==> config.mk <==
export PLATFORM = sky130hd
export DESIGN_NAME = ski_ram_arbiter
export DESIGN_NICKNAME = d
export VERILOG_FILES = /design/src/rtl/ski_ram_arbiter_pkg.sv /design/src/rtl/ski_rr_pick2.sv /design/src/rtl/ski_ram_arbiter.sv
export SDC_FILE = /design/constraint.sdc
export NUM_CORES = 1
export LEC_CHECK = 0
export CAP_MARGIN = 25
export CELL_PAD_IN_SITES_DETAIL_PLACEMENT = 2
export CELL_PAD_IN_SITES_GLOBAL_PLACEMENT = 2
export CORE_AREA = 3 3 186 188
export DETAILED_ROUTE_END_ITERATION = 12
export DIE_AREA = 0 0 189 191
export DONT_BUFFER_PORTS = 1
export PLACE_DENSITY = 0.73
export SLEW_MARGIN = 20
export SYNTH_ARGS = -nofsm -noshare
export SYNTH_HDL_FRONTEND = slang
export SYNTH_SLANG_ARGS = --single-unit
==> constraint.sdc <==
create_clock -name system1000 -period 2.7 [get_ports system1000]
set_input_delay 0.405 -clock system1000 [delete_from_list [all_inputs] [get_ports system1000]]
set_output_delay 0.405 -clock system1000 [all_outputs]
set_load 0.02 [all_outputs]
==> src/rtl/ski_ram_arbiter_pkg.sv <==
// Shared encodings, FSM state and width helpers for the SKI RAM arbiter.
package ski_ram_arbiter_pkg;

  localparam int DEF_ADDR_W = 30;
  localparam int DEF_DATA_W = 63;

  localparam logic [1:0] OP_NONE  = 2'b00;
  localparam logic [1:0] OP_READ  = 2'b01;
  localparam logic [1:0] OP_WRITE = 2'b10;

  localparam logic [1:0] TAG_IDLE    = 2'b00;
  localparam logic [1:0] TAG_RD_DONE = 2'b01;
  localparam logic [1:0] TAG_WR_DONE = 2'b10;
  localparam logic [1:0] TAG_ERR     = 2'b11;

  typedef enum logic [1:0] {
    ST_IDLE = 2'd0,
    ST_BUSY = 2'd1,
    ST_RESP = 2'd2
  } state_t;

  // {op, addr, data}
  function automatic int req_w(input int aw, input int dw);
    return 2 + aw + dw;
  endfunction

  // {tag, data}
  function automatic int sts_w(input int dw);
    return 2 + dw;
  endfunction

  // Only read and write are real work; none and reserved are ignored.
  function automatic logic op_pending(input logic [1:0] op);
    return (op == OP_READ) || (op == OP_WRITE);
  endfunction

endpackage

==> src/rtl/ski_rr_pick2.sv <==
// Two-way round-robin picker: on a tie the side that did not win last time wins.
module ski_rr_pick2 (
  input  logic i_pend0,
  input  logic i_pend1,
  input  logic i_last,
  output logic o_gnt_vld,
  output logic o_gnt_idx
);

  // Grant decode
  always_comb begin
    o_gnt_vld = i_pend0 | i_pend1;
    o_gnt_idx = 1'b0;
    if (i_pend0 && i_pend1) o_gnt_idx = ~i_last;
    else if (i_pend1)       o_gnt_idx = 1'b1;
  end

endmodule

==> src/rtl/ski_ram_arbiter.sv <==
// Shares the SKI machine RAM port between the reduction CPU (index 0) and the
// host loader (index 1). One transaction in flight; a stalled RAM becomes an
// error completion after TIMEOUT busy cycles.
module ski_ram_arbiter
  import ski_ram_arbiter_pkg::*;
#(
  parameter int ADDR_W  = DEF_ADDR_W,
  parameter int DATA_W  = DEF_DATA_W,
  parameter int TIMEOUT = 1023
) (
  input  logic                     system1000,
  input  logic                     system1000_rstn,
  input  logic [2+ADDR_W+DATA_W-1:0] cpu_req_i,
  output logic [2+DATA_W-1:0]        cpu_status_o,
  input  logic [2+ADDR_W+DATA_W-1:0] host_req_i,
  output logic [2+DATA_W-1:0]        host_status_o,
  output logic [2+ADDR_W+DATA_W-1:0] ram_req_o,
  input  logic [2+DATA_W-1:0]        ram_status_i,
  output logic                       err_o
);

  localparam int REQ_W = req_w(ADDR_W, DATA_W);
  localparam int STS_W = sts_w(DATA_W);
  localparam logic [15:0] TMO = 16'(TIMEOUT);

  state_t           r_state, w_nxt;
  logic             r_owner, r_last, r_err;
  logic [REQ_W-1:0] r_req;
  logic [STS_W-1:0] r_sts;
  logic [15:0]      r_cnt;

  logic        w_cpu_pend, w_host_pend, w_gnt_vld, w_gnt_idx;
  logic [1:0]  w_ram_tag;
  logic        w_ram_done, w_timeout;
  logic [15:0] w_cnt_nxt;

  assign w_cpu_pend  = op_pending(cpu_req_i[REQ_W-1 -: 2]);
  assign w_host_pend = op_pending(host_req_i[REQ_W-1 -: 2]);
  assign w_ram_tag   = ram_status_i[STS_W-1 -: 2];
  // Error tag from RAM completes the transaction just like a done tag.
  assign w_ram_done  = (w_ram_tag != TAG_IDLE);
  assign w_cnt_nxt   = r_cnt + 16'd1;
  // A done tag in the same cycle beats the timeout.
  assign w_timeout   = !w_ram_done && (w_cnt_nxt == TMO);

  ski_rr_pick2 u_pick (
    .i_pend0  (w_cpu_pend),
    .i_pend1  (w_host_pend),
    .i_last   (r_last),
    .o_gnt_vld(w_gnt_vld),
    .o_gnt_idx(w_gnt_idx)
  );

  // State register
  always_ff @(posedge system1000 or negedge system1000_rstn)
    if (!system1000_rstn) r_state <= ST_IDLE;
    else                  r_state <= w_nxt;

  // Next-state logic
  always_comb begin
    w_nxt = r_state;
    case (r_state)
      ST_IDLE: if (w_gnt_vld)               w_nxt = ST_BUSY;
      ST_BUSY: if (w_ram_done || w_timeout) w_nxt = ST_RESP;
      ST_RESP:                              w_nxt = ST_IDLE;
      default:                              w_nxt = ST_IDLE;
    endcase
  end

  // Grant latch, completion latch, timeout counter and sticky error.
  // last_grant resets to host so the CPU wins the first tie.
  always_ff @(posedge system1000 or negedge system1000_rstn)
    if (!system1000_rstn) begin
      r_owner <= 1'b0;
      r_last  <= 1'b1;
      r_req   <= '0;
      r_sts   <= '0;
      r_cnt   <= '0;
      r_err   <= 1'b0;
    end else begin
      case (r_state)
        ST_IDLE: if (w_gnt_vld) begin
          r_owner <= w_gnt_idx;
          r_last  <= w_gnt_idx;
          r_req   <= w_gnt_idx ? host_req_i : cpu_req_i;
          r_cnt   <= '0;
        end
        ST_BUSY: if (w_ram_done) begin
          r_sts <= ram_status_i;
        end else begin
          r_cnt <= w_cnt_nxt;
          if (w_timeout) begin
            r_sts <= {TAG_ERR, {DATA_W{1'b0}}};
            r_err <= 1'b1;
          end
        end
        default: ;
      endcase
    end

  // Outputs decoded from registered state only
  always_comb begin
    ram_req_o     = '0;
    cpu_status_o  = '0;
    host_status_o = '0;
    if (r_state == ST_BUSY) ram_req_o = r_req;
    if (r_state == ST_RESP) begin
      if (r_owner) host_status_o = r_sts;
      else         cpu_status_o  = r_sts;
    end
  end

  assign err_o = r_err;

endmodule

==> impl_metrics.py, run 1 <==
metrics = {
    "detailed_routing": {
        "vias_per_cell": 5.26,
        "num_vias": 7954,
        "ant_nets": 0,
        "routedWlPerCell_um": 22.4,
        "wl_um": 33900,
        "drt-pass1-iter-count": 4,
        "drc_errors": 0,
        "drt-initial-drc-count": 327,
    },
    "timing": {
        "final.setup.tns_ns": 0,
        "period_needed_ns": 2.47,
        "worst_pin_slew_ns": 1.03,
        "finalHoldViolCount": 181,
        "hold_ws_ns": -0.346,
        "skew_ns": 0.00882,
        "relSlewSlack_pct": 30.9,
        "rsz0062_at_grt": "false",
        "setup_viol": 0,
        "finalCritPeriodShare_pct": 91.4,
        "finalMaxSlewViolations": 0,
        "max_freq_mhz": 405,
    },
    "global_route": {
        "antenna_found_initial": 2,
        "track_usage_pct": 18.1,
        "grt_pass1_wl_um": 50700,
        "grt_overflow": 0,
        "grt_pass1_vias": 8458,
        "grt_max_degree": 182,
    },
    "power": {
        "peakVddDrop_v": 0.000401,
        "p_clk_share_pct": 20.4,
        "power_density_nw_per_um2": 1180,
        "power_frac_comb_pct": 41.7,
        "p_sw_share_pct": 44.3,
        "leakagePower_nw": 4.85,
        "seqPwrFrac_pct": 38.0,
        "power.internal_mw": 7.23,
        "p_sw_mw": 5.76,
    },
    "synth": {
        "async_flop_share_pct": 100,
        "ys_seq_area_share_pct": 45.6,
        "ys.flop_type": "dfrtp_1",
        "synth_top_cells_by_area": "dfrtp_1, and2_1, mux2i_1",
        "synth_area_per_cell_um2": 9.03,
        "ys_seq_elements": 181,
        "synth_most_common_cell": "and2_1",
        "syn_area_um2": 9930,
        "synthDominantCellAreaShare_pct": 45.3,
        "synth_top_area_cell": "dfrtp_1",
        "synth_cells": 1100,
        "synth_fp_nets": 1359,
        "ys_warn_count": 0,
        "netlist_top_cells_count": "and2_1, dfrtp_1, nand2_1, o21ai_0, mux2i_1",
        "synth_cell_types": 44,
        "synth_edf_count": 0,
    },
    "critical_path": {
        "cp_slowest_cell": "dfrtp_1",
        "rr_worst_depth": 8,
        "crit_required_ns": 3.01,
        "criticalPathCategory": "reg -> reg",
        "regToRegSetupSlack_ns": 0.23,
        "cp_max_fo": 59,
        "worstSetupStartpointType": "flop",
        "cp-end-kind": "flop",
        "cp_cell_sequence": "ha_1 -> nand3_1 -> nor4_4 -> mux2i_1 -> o211ai_2 -> nor2_4 -> buf_12 -> o21ai_0",
        "critPathCapture": "r_sts[20]",
        "crit_cells": 8,
        "timing.rr.end": "r_sts[20]",
        "worstReg2RegStart": "r_cnt[0]",
        "cp_slowest_stage_delay_ns": 0.45,
        "path_buf_inv": 1,
        "worst_path_dominant_cell_family": "simple AND/OR/NAND/NOR gates",
        "startpoint": "r_cnt[0]",
        "arrival_ns": 2.78,
    },
    "floorplanning": {
        "die_x_um": 189,
        "die-area_um2": 36100,
        "rows": 67,
        "die_y_um": 191,
        "pin_count": 483,
        "initial_core_util_pct": 29.8,
        "placeableCoreArea_um2": 33300,
    },
    "layout": {
        "final_cells": 1512,
        "fin_nets": 1308,
        "n_fill_cell": 3724,
        "synthToLayoutAreaGrowth_pct": 10.9,
        "final_area_um2": 11000,
        "drive_gt1_share_pct": 6.50,
    },
    "run_status": {
        "outcome": "finished with violations",
        "violations": "negative hold slack",
    },
    "clocking": {
        "numClockSinks": 181,
        "clock_latency_ns": 0.45,
        "cts-root-buf": "clkbuf_16",
        "numCtsBuffers": 17,
        "cts_resized": 0,
        "path_clk_slew_ns": 0.07,
        "postCtsSetupRepairBufs": 0,
        "ctsLongestPathBuffers": 2,
        "cts_tree": "done",
        "cts_max_level": 4,
    },
    "job": {
        "maxCapViolations": 0,
    },
    "placement": {
        "dpl_cell_area_um2": 10400,
        "hpwl_um": 24700,
        "dp_cells": 1478,
        "gp_congestion": 0.802,
        "port_buffers": 0,
    },
    "hold_path": {
        "hp-class": "in -> async",
    },
}
==> flip-flops by register name, summed over array words and instances (netlist names) <==
| name | count |
|---|---|
| r_state | 2 |
| r_cnt | 16 |
| r_sts | 65 |
| r_req | 95 |
| r_owner | 1 |
| err_o | 1 |
| r_last | 1 |
==> layer usage <==
metal	GRT usage (%)	vias to the layer above	part of all wire, %
li1	-	3635	-
met1	21.4	3973	41
met2	31.5	310	50
met3	5.01	36	6.7
met4	6.62	0	2.4
met5	0	-	0
==> power groups by stage <==
stage / sequential (mW) / combinational, mW / clock (mW)
floorplan: 4.58 / 4.31 / 0
global placement: 4.90 / 5.29 / 0
detailed placement: 5.00 / 5.53 / 0
CTS: 4.95 / 5.54 / 2.76
global route: 5.14 / 6.07 / 2.86
finish: 4.93 / 5.42 / 2.64
==> cells by family after synthesis <==
logic type               after synthesis  share of synthesized area, %
XOR/XNOR                               7                         0.617
multiplexers                          98                          9.90
flip-flops                           181                          45.6
buffers and inverters                 92                          3.90
adder cells (fa/ha/maj)                2                         0.252
AO/OA/AOI/OAI                        272                          15.9
AND/OR/NAND/NOR                      448                          23.9
==> worst register-to-register path: stages, from the launching register on <==
cell      delay, ns
dfrtp_1        0.45
ha_1           0.26
nand3_1        0.21
nor4_4         0.34
mux2i_1        0.32
o211ai_2       0.15
nor2_4         0.15
buf_12         0.26
o21ai_0        0.20
==> how the worst min path moves through the flow <==
stage	startpoint	slack (ns)	cells past startpoint	endpoint
floorplan	system1000_rstn	0.11	0	err_o
global placement	system1000_rstn	0.12	0	r_sts[7]
detailed placement	system1000_rstn	0.12	0	r_sts[0]
CTS	system1000_rstn	-0.39	0	r_sts[0]
global route	system1000_rstn	-0.39	0	r_sts[56]
finish	system1000_rstn	-0.35	0	r_sts[0]
==> area by class of cell <==
cell class                      count  area [µm²]  share of cell area (%)
Antenna cell                        2        5.00                  0.0454
Clock buffer                       20         457                    4.14
Clock inverter                     12         151                    1.37
Inverter                            3        11.3                   0.102
Multi-Input combinational cell    827        5070                    46.0
Sequential cell                   181        4530                    41.1
Tap cell                          448         561                    5.09
Timing Repair Buffer               19         230                    2.09
==> metrics by stage <==
step | setup slack (ns) | utilization [%] | total power [mW] | hold slack, ns
after floorplan | 0.642 | - | 8.89 | 0.109
after global placement | 0.406 | 31.3 | 10.2 | 0.117
after detailed placement | 0.258 | 31.3 | 10.5 | 0.115
after CTS | 0.201 | 33.1 | 13.3 | -0.385
after global routing | 0.0499 | 33.1 | 14.1 | -0.386
final | 0.231 | 33.1 | 13.0 | -0.346
==> cells in the final DEF (no fill, tap or decap), types with 3 or more instances in the layout <==
master and instances:
nor2_4 3, nor2_1 12, buf_12 7, nand4_1 5
and3_1 3, inv_1 3, xnor2_1 3, clkinv_2 4
nand3_1 9, nand2_1 174, a31oi_1 4, a22oi_1 63
mux2i_1 96, bufinv_16 3, xor2_1 4, o31ai_1 3
dfrtp_1 180, buf_4 12, o21ai_1 39, a21oi_1 6
clkbuf_16 17, and2_1 225, nand2b_1 4, o21ai_0 146
(Power assumes the default switching activity.)
==> inputs of run 2 (changes only) <==
--- a/config.mk
+++ b/config.mk
@@ -5,7 +5,6 @@
 export SDC_FILE = /design/constraint.sdc
 export NUM_CORES = 1
 export LEC_CHECK = 0
-export CAP_MARGIN = 25
 export CELL_PAD_IN_SITES_DETAIL_PLACEMENT = 2
 export CELL_PAD_IN_SITES_GLOBAL_PLACEMENT = 2
 export CORE_AREA = 3 3 186 188
==> constraint.sdc (replaced) <==
create_clock -name system1000 -period 2.4 [get_ports system1000]
set_input_delay 0.36 -clock system1000 [delete_from_list [all_inputs] [get_ports system1000]]
set_output_delay 0.36 -clock system1000 [all_outputs]
set_load 0.02 [all_outputs]
==> run 2 against run 1 <==
Effect of this change: clock power grew 7%; worst hold slack got worse by 0.041 ns; critical path type unchanged; die area stayed put; global-route usage increased by 0.10 points; via count is 0.15% higher; largest cell class unchanged; combinational power increased by 13%; sequential share of layout area decreased by 0.25 points; the run still ends with negative hold slack left; power grew 12%; flip-flop and latch count unchanged; utilization up 0.24 points; first-iteration DRC count is 5.5% lower.
==> impl_metrics.py, run 2 (same netlist as run 1, synthesis figures left out) <==
metrics = {
    "placement": {
        "port_buffers": 0,
        "dpl_cell_area_um2": 10400,
        "gp_congestion": 0.816,
        "hpwl_um": 24900,
    },
    "global_route": {
        "grt_pass1_vias": 8493,
        "grt_pass1_wl_um": 51000,
        "track_usage_pct": 18.2,
        "grt_max_degree": 182,
        "antenna_found_initial": 1,
        "grt_overflow": 0,
    },
    "layout": {
        "drive_gt1_share_pct": 7.70,
        "top_register": "r_req",
        "fin_nets": 1312,
        "final_cell_mix": "and2_1, dfrtp_1, nand2_1",
        "n_fill_cell": 3687,
        "synthToLayoutAreaGrowth_pct": 11.7,
        "final_area_um2": 11100,
        "reg.largest.list": "r_req (95), r_sts (65), r_cnt (16)",
        "largest_register_ffs": 95,
        "final_common_cell": "and2_1",
        "post-route-util_pct": 33.3,
    },
    "floorplanning": {
        "placeableCoreArea_um2": 33300,
        "initial_core_util_pct": 29.8,
        "pin_count": 483,
        "rows": 67,
        "die_x_um": 189,
        "die-area_um2": 36100,
        "die_y_um": 191,
    },
    "clocking": {
        "cts_max_level": 4,
        "numClockSinks": 181,
        "numCtsBuffers": 17,
        "cts_tree": "done",
        "cts-root-buf": "clkbuf_16",
        "clock_latency_ns": 0.45,
        "ctsLongestPathBuffers": 2,
        "path_clk_slew_ns": 0.07,
    },
    "power": {
        "leakagePower_nw": 4.88,
        "peakVddDrop_v": 0.000547,
        "finalPower_mw": 14.5,
        "power_density_nw_per_um2": 1310,
    },
    "timing": {
        "relSlewSlack_pct": 52.3,
        "period_needed_ns": 2.30,
        "max_freq_mhz": 435,
        "setup_viol": 0,
        "worst_pin_slew_ns": 0.713,
        "hold_ws_ns": -0.387,
        "skew_ns": 0.0152,
        "finalCritPeriodShare_pct": 95.9,
        "final.setup.tns_ns": 0,
        "finalMaxSlewViolations": 0,
        "finalHoldViolCount": 181,
    },
    "critical_path": {
        "cp_max_fo": 11,
        "worstSetupStartpointType": "flop",
        "cp-end-kind": "flop",
        "crit_required_ns": 2.72,
        "arrival_ns": 2.62,
        "criticalPathCategory": "reg -> reg",
    },
    "detailed_routing": {
        "routedWlPerCell_um": 22.7,
        "drc_errors": 0,
        "drt-pass1-iter-count": 6,
        "vias_per_cell": 5.26,
        "wl_um": 34300,
        "num_vias": 7966,
        "ant_nets": 0,
        "drt-initial-drc-count": 309,
    },
    "hold_path": {
        "hp-class": "in -> async",
    },
    "run_status": {
        "violations": "negative hold slack",
        "outcome": "finished with violations",
    },
    "job": {
        "maxCapViolations": 0,
    },
}
==> run 2: changes by cell type in the layout (fill, tap and decap cells not counted), sizes merged <==
cell      delta
bufinv       -2
inv          +1
clkbuf       +3
clkinvlp     +1
clkinv       -3
diode        -1
buf          +3
==> run 2: per-stage QoR <==
stage / std cells / setup slack [ns]
2_1_floorplan: 1100 / 0.342
3_3_place_gp: 1479 / 0.136
3_5_place_dp: 1479 / -0.00728
4_1_cts: 1510 / 0.0165
5_1_grt: 1514 / -0.0368
6_report: 1514 / 0.0991
==> run 2: final cells by class <==
type	count	area (µm²)	share of cell area [%]
inverters	3	11.3	0.101
diodes	1	2.50	0.0226
clock buffers	22	484	4.36
repair buffers	23	303	2.73
well taps	448	561	5.05
flip-flops and latches	181	4540	40.9
multi-input cells	827	5110	46.0
clock inverters	9	92.6	0.834
==> run 2: final timing paths <==
check / to / slack [ns] / startpoint / cells past startpoint
setup / recovery: r_sts[7] / 0.1 / r_cnt[0] / 9
hold / removal: r_sts[2] / -0.39 / system1000_rstn / 0
setup reg to reg: r_sts[7] / 0.1 / r_cnt[0] / 9
hold reg to reg: r_req[41] / 0.47 / r_req[41] / 2
max in group asynchronous: r_sts[16] / 2.32 / system1000_rstn / 0
min in group system1000: r_sts[4] / 0.06 / ram_status_i[4] / 2
==> run 2: power breakdown <==
group	switching, mW	total, mW	leakage, nW	internal [mW]
sequential	1.08	5.57	2.21	4.49
clock	1.29	2.83	0.276	1.55
combinational	4.15	6.11	2.39	1.96
total	6.51	14.5	4.88	8.00
==> run 2: what timing repair did <==
| item | 4_1_cts | 5_1_grt |
|---|---|---|
| gates resized for setup | 1 | 11 |
| cloned | 0 | 1 |
| hold endpoints to repair | 181 | 181 |
| pin swaps | 0 | 2 |
| setup endpoints to repair | 15 | 68 |
| buffers inserted | 0 | 2 |
==> run 2: metal layers <==
layer  vias up  wire, µm  share of wire (%)  track usage (%)
met3        31      2330                6.8             5.15
met4         0       524                1.5             5.41
met1      3988     13800                 40             21.3
met5         -         0                  0                0
li1       3638         -                  -                -
met2       309     17600                 51             32.4
==> run 2: worst max-delay path: stages (launching register included) <==
cell      delay, ns
dfrtp_2        0.42
ha_2           0.23
and3_2         0.25
nand2_1        0.13
o41ai_4        0.36
o211ai_2       0.20
nor2_4         0.16
buf_12         0.13
buf_4          0.17
o21ai_0        0.11
==> edit 1: new RTL, settings of run 2 <==
Re-encode `state_t` (3 states) as one-hot, 3 bits wide.
--- a/src/rtl/ski_ram_arbiter_pkg.sv
+++ b/src/rtl/ski_ram_arbiter_pkg.sv
@@ -13,10 +13,10 @@
   localparam logic [1:0] TAG_WR_DONE = 2'b10;
   localparam logic [1:0] TAG_ERR     = 2'b11;
 
-  typedef enum logic [1:0] {
-    ST_IDLE = 2'd0,
-    ST_BUSY = 2'd1,
-    ST_RESP = 2'd2
+  typedef enum logic [2:0] {
+    ST_IDLE = 3'b001,
+    ST_BUSY = 3'b010,
+    ST_RESP = 3'b100
   } state_t;
 
   // {op, addr, data}
Formal check against the unedited RTL: no difference found for any inputs over 4 cycles, from zero or initial values and one cycle with system1000_rstn low; so few cycles prove little.
==> edit 1 against run 2 <==
The flow still finishes with violations (negative hold slack); final area shrank 1.5%; total power decreased by 15%; area after synthesis is 1.2% lower; register-to-register slack better by 0.06 ns; die area is the same; wire length fell by 9.7%; sequential cell count increased by 1; worst setup slack improved by 0.026 ns; critical endpoint is now cpu_status_o[0]; largest cell class unchanged; largest power group is now registers; highest routed layer unchanged.
==> edit 1: results (changes against run 2) <==
outcome complete, but fails checks; failing checks negative hold slack; post-detail-place hpwl 23200 microns (-6.8%); first-pass GRT wire length 46400 microns (-9.1%); xor/xnor share of the synthesized area 0.625% (+0.0076 points); Multi-In Gates 751 (-9.2%); register area 4560 sq um (+0.47%); Pleak 4.67 nW (-4.2%); First-pass DRT Iterations 4 (-2); part of the power in registers 43.9% (+5.5 points); PD cells 1120 nW/um^2 (-14%); Non-clock buffers 24 (+4.3%); fillers 3697 (+0.27%); Vias 7181 (-9.9%); Syn Inst Count 1018 (-7.5%); Clk pwr share 21.1% (+1.6 points); routability congestion estimate 0.795 (-2.6%); diode count 0 (-1); vias in the first global route 7608 (-10%); met3 GRT Util 4.09% (-1.1 points); WL met1 12300 microns (-11%); Fin. Hold Viols 182 (+0.55%); clkbuf count 21 (-4.5%); GR Util met2 30.4% (-2.0 points); Synth Area in Adders 0.255% (+0.0031 points); Sw Share 39.6% (-5.3 points); number of sequential cells 182 (+0.55%); Final #Nets 1237 (-5.7%); Hold Slack -0.390 ns (-0.00324 ns); Area growth syn-to-layout 11.4%; register area share after synthesis 46.4% (+0.83 points); 1st-iter DRT viols 246 (-20%); multiplexer area fraction after synthesis 16.2% (+6.3 points); antenna violations before repair 0 (-1); WL met2 16000 microns (-8.9%); largest net degree at the start of global routing 194 (+6.6%); wire length per cell 21.5 microns (-4.9%); Data buffer area share 2.94% (+0.21 points); Total GRT Usage 16.6% (-1.6 points); Post-Syn Nets 1277 (-6.0%); top cells by area, synth dfrtp_1 (46%), mux2i_1 (16%), and2_1 (14%), o21ai_0 (6.1%), nand2_1 (4.0%); wire length on met3 2030 microns (-13%); CP max FO 65 (+54); multi-input gate share of total cell area 45.4% (-0.65 points); Commonest cells post-synth and2_1 (227), dfrtp_1 (180), mux2i_1 (158); total wire length 31000 microns (-9.7%); count of different cell masters after synthesis 45 (+2.3%); Mean Syn Cell Area 9.64 sq um (+6.7%); Cells after DPL 1407 (-4.9%)
-- edit 1: changes by cell type in the layout (fill, tap and decap cells not counted), sizes merged, moves of 3 or more --
| cell | delta |
|---|---|
| nand2b | -3 |
| nand3 | -4 |
| nand2 | -70 |
| and2 | +3 |
| o21ai | -67 |
| a21oi | +61 |
| mux2i | +62 |
| a22oi | -63 |
-- edit 1: final timing paths --
kind	start	endpoint	slack, ns	depth (start not counted)
worst max register to register	r_cnt[0]	r_sts[23]	0.16	8
worst max-delay path	r_state[1]	cpu_status_o[0]	0.13	3
worst min-delay path	system1000_rstn	r_req[89]	-0.39	0
min in group system1000	ram_status_i[64]	r_sts[64]	0.10	1
max in group asynchronous	system1000_rstn	r_state[0]	2.53	0
worst min register to register	r_req[29]	r_req[29]	0.47	2
-- edit 1: critical path, cell delays in order, from the launching register on --
cell and delay [ns]:
dfrtp_1 0.46, nor4b_2 0.38, buf_12 0.26, and2_1 0.33
==> edit 2: new RTL, config.mk and constraints of run 2 <==
Made on the original files. `DEF_ADDR_W`: 30 -> 15.
--- a/src/rtl/ski_ram_arbiter_pkg.sv
+++ b/src/rtl/ski_ram_arbiter_pkg.sv
@@ -1,7 +1,7 @@
 // Shared encodings, FSM state and width helpers for the SKI RAM arbiter.
 package ski_ram_arbiter_pkg;
 
-  localparam int DEF_ADDR_W = 30;
+  localparam int DEF_ADDR_W = 15;
   localparam int DEF_DATA_W = 63;
 
   localparam logic [1:0] OP_NONE  = 2'b00;
Ports: changed (resized cpu_req_i, host_req_i and ram_req_o); port bits go from 483 to 438. No check against the original RTL was run, so the function may have changed too.
==> edit 2 against run 2 <==
The flow still finishes with violations (negative hold slack); highest routed layer unchanged; combinational power shrank 10%; wire length shrank 12%; sequential power shrank 9.0%; worst setup slack gained 0.11 ns; clock power shrank 2%; area after synthesis shrank 7.9%; final area shrank 7.8%; non-clock buffer count shrank 3; total power shrank 8.2%; sequential cell count shrank 15.
==> edit 2: results (changes against run 2) <==
R2R depth 7 (-2); total wire length 30200 microns (-12%); GR Util met2 28.3% (-4.1 points); Data buffer area share 2.57% (-0.16 points); Clock Skew 0.00829 ns (-0.00693 ns); clkbuf count 21 (-4.5%); failing checks negative hold slack; Non-clock buffers 20 (-13%); outcome complete, but fails checks; top cells by area, synth dfrtp_1 (45%), and2_1 (14%), o21ai_0 (8.8%), mux2i_1 (8.6%), nand2_1 (6.2%); Multi-In Gates 760 (-8.1%); Fin. Hold Viols 166 (-8.3%); met3 GRT Util 4.93% (-0.22 points); Final #Nets 1197 (-8.8%); Peak VDD IR 503 uV (-8.0%); Clock Network Area Fraction 5.65% (+0.45 points); crit path DAT 2.51 ns (-0.11 ns); # resized after CTS 0 (-1); register area share after synthesis 45.4% (-0.18 points); worst slew pin tran 0.930 ns (+0.216 ns); fillers 3731 (+1.2%); 1st-iter DRT viols 234 (-24%); routability congestion estimate 0.857 (+5.0%); vias in the first global route 7768 (-8.5%); Net Switching 5.90 mW (-9.4%); WL met1 12300 microns (-11%); Pleak 4.45 nW (-8.8%); met1 Usage GRT 18.8% (-2.4 points); fraction of area in registers 40.6% (-0.28 points); Worst-Skew Late Latency 0.43 ns (-0.02 ns); flop-to-flop setup slack 0.21 ns (+0.11 ns); First-pass DRT Iterations 4 (-2); Hold Slack -0.387 ns (-0.000415 ns)
==> edit 2: cell count changes in the layout (fill, tap and decap cells not counted), moves of 11 or more <==
cell	run 2	this run
and2_1	225	210
dfrtp_1	176	165
mux2i_1	95	79
nand2_1	173	151
o21ai_0	146	160
o21ai_1	39	10
==> edit 2: critical path, stage by stage (launching register included) <==
cell and delay (ns):
dfrtp_1 0.36, ha_1 0.25, nand3_1 0.21, nor3_1 0.29, mux2_1 0.36, o2111a_2 0.18
buf_12 0.17, o31a_1 0.24
==> edit 2: stage by stage <==
step	util (%)	power [mW]	setup WS, ns	area (sq um)	cells
after CTS	30.7	13.6	0.153	10200	1429
after floorplan	-	9.13	0.307	9150	1016
after detailed placement	29.0	10.7	0.205	9650	1397
after global routing	30.8	14.5	0.0538	10200	1433
after global placement	29.0	10.4	0.316	9650	1397
final	30.8	13.3	0.208	10200	1433
==> edit 2: worst max-delay path by stage <==
stage | cells past startpoint | start | slack, ns | end
finish | 7 | r_cnt[0] | 0.21 | r_sts[64]
global route | 6 | r_cnt[12] | 0.05 | r_sts[18]
CTS | 3 | r_state[1] | 0.15 | cpu_status_o[10]
detailed placement | 7 | r_cnt[0] | 0.21 | r_sts[63]
global placement | 7 | r_cnt[0] | 0.32 | r_state[1]
floorplan | 8 | r_cnt[0] | 0.31 | err_o
==> edit 2: logic make-up (layout without fill, tap and decap cells) <==
family / count (synthesis) / count (layout) / synth area share [%]
buffers and inverters: 90 / 55 / 4.17
multiplexers: 81 / 81 / 8.89
other: 0 / 4 / 0
flip-flops: 166 / 166 / 45.4
AND/OR/NAND/NOR: 411 / 411 / 24.0
AO/OA/AOI/OAI: 260 / 260 / 16.6
XOR/XNOR: 6 / 6 / 0.575
adder cells (fa/ha/maj): 2 / 2 / 0.274
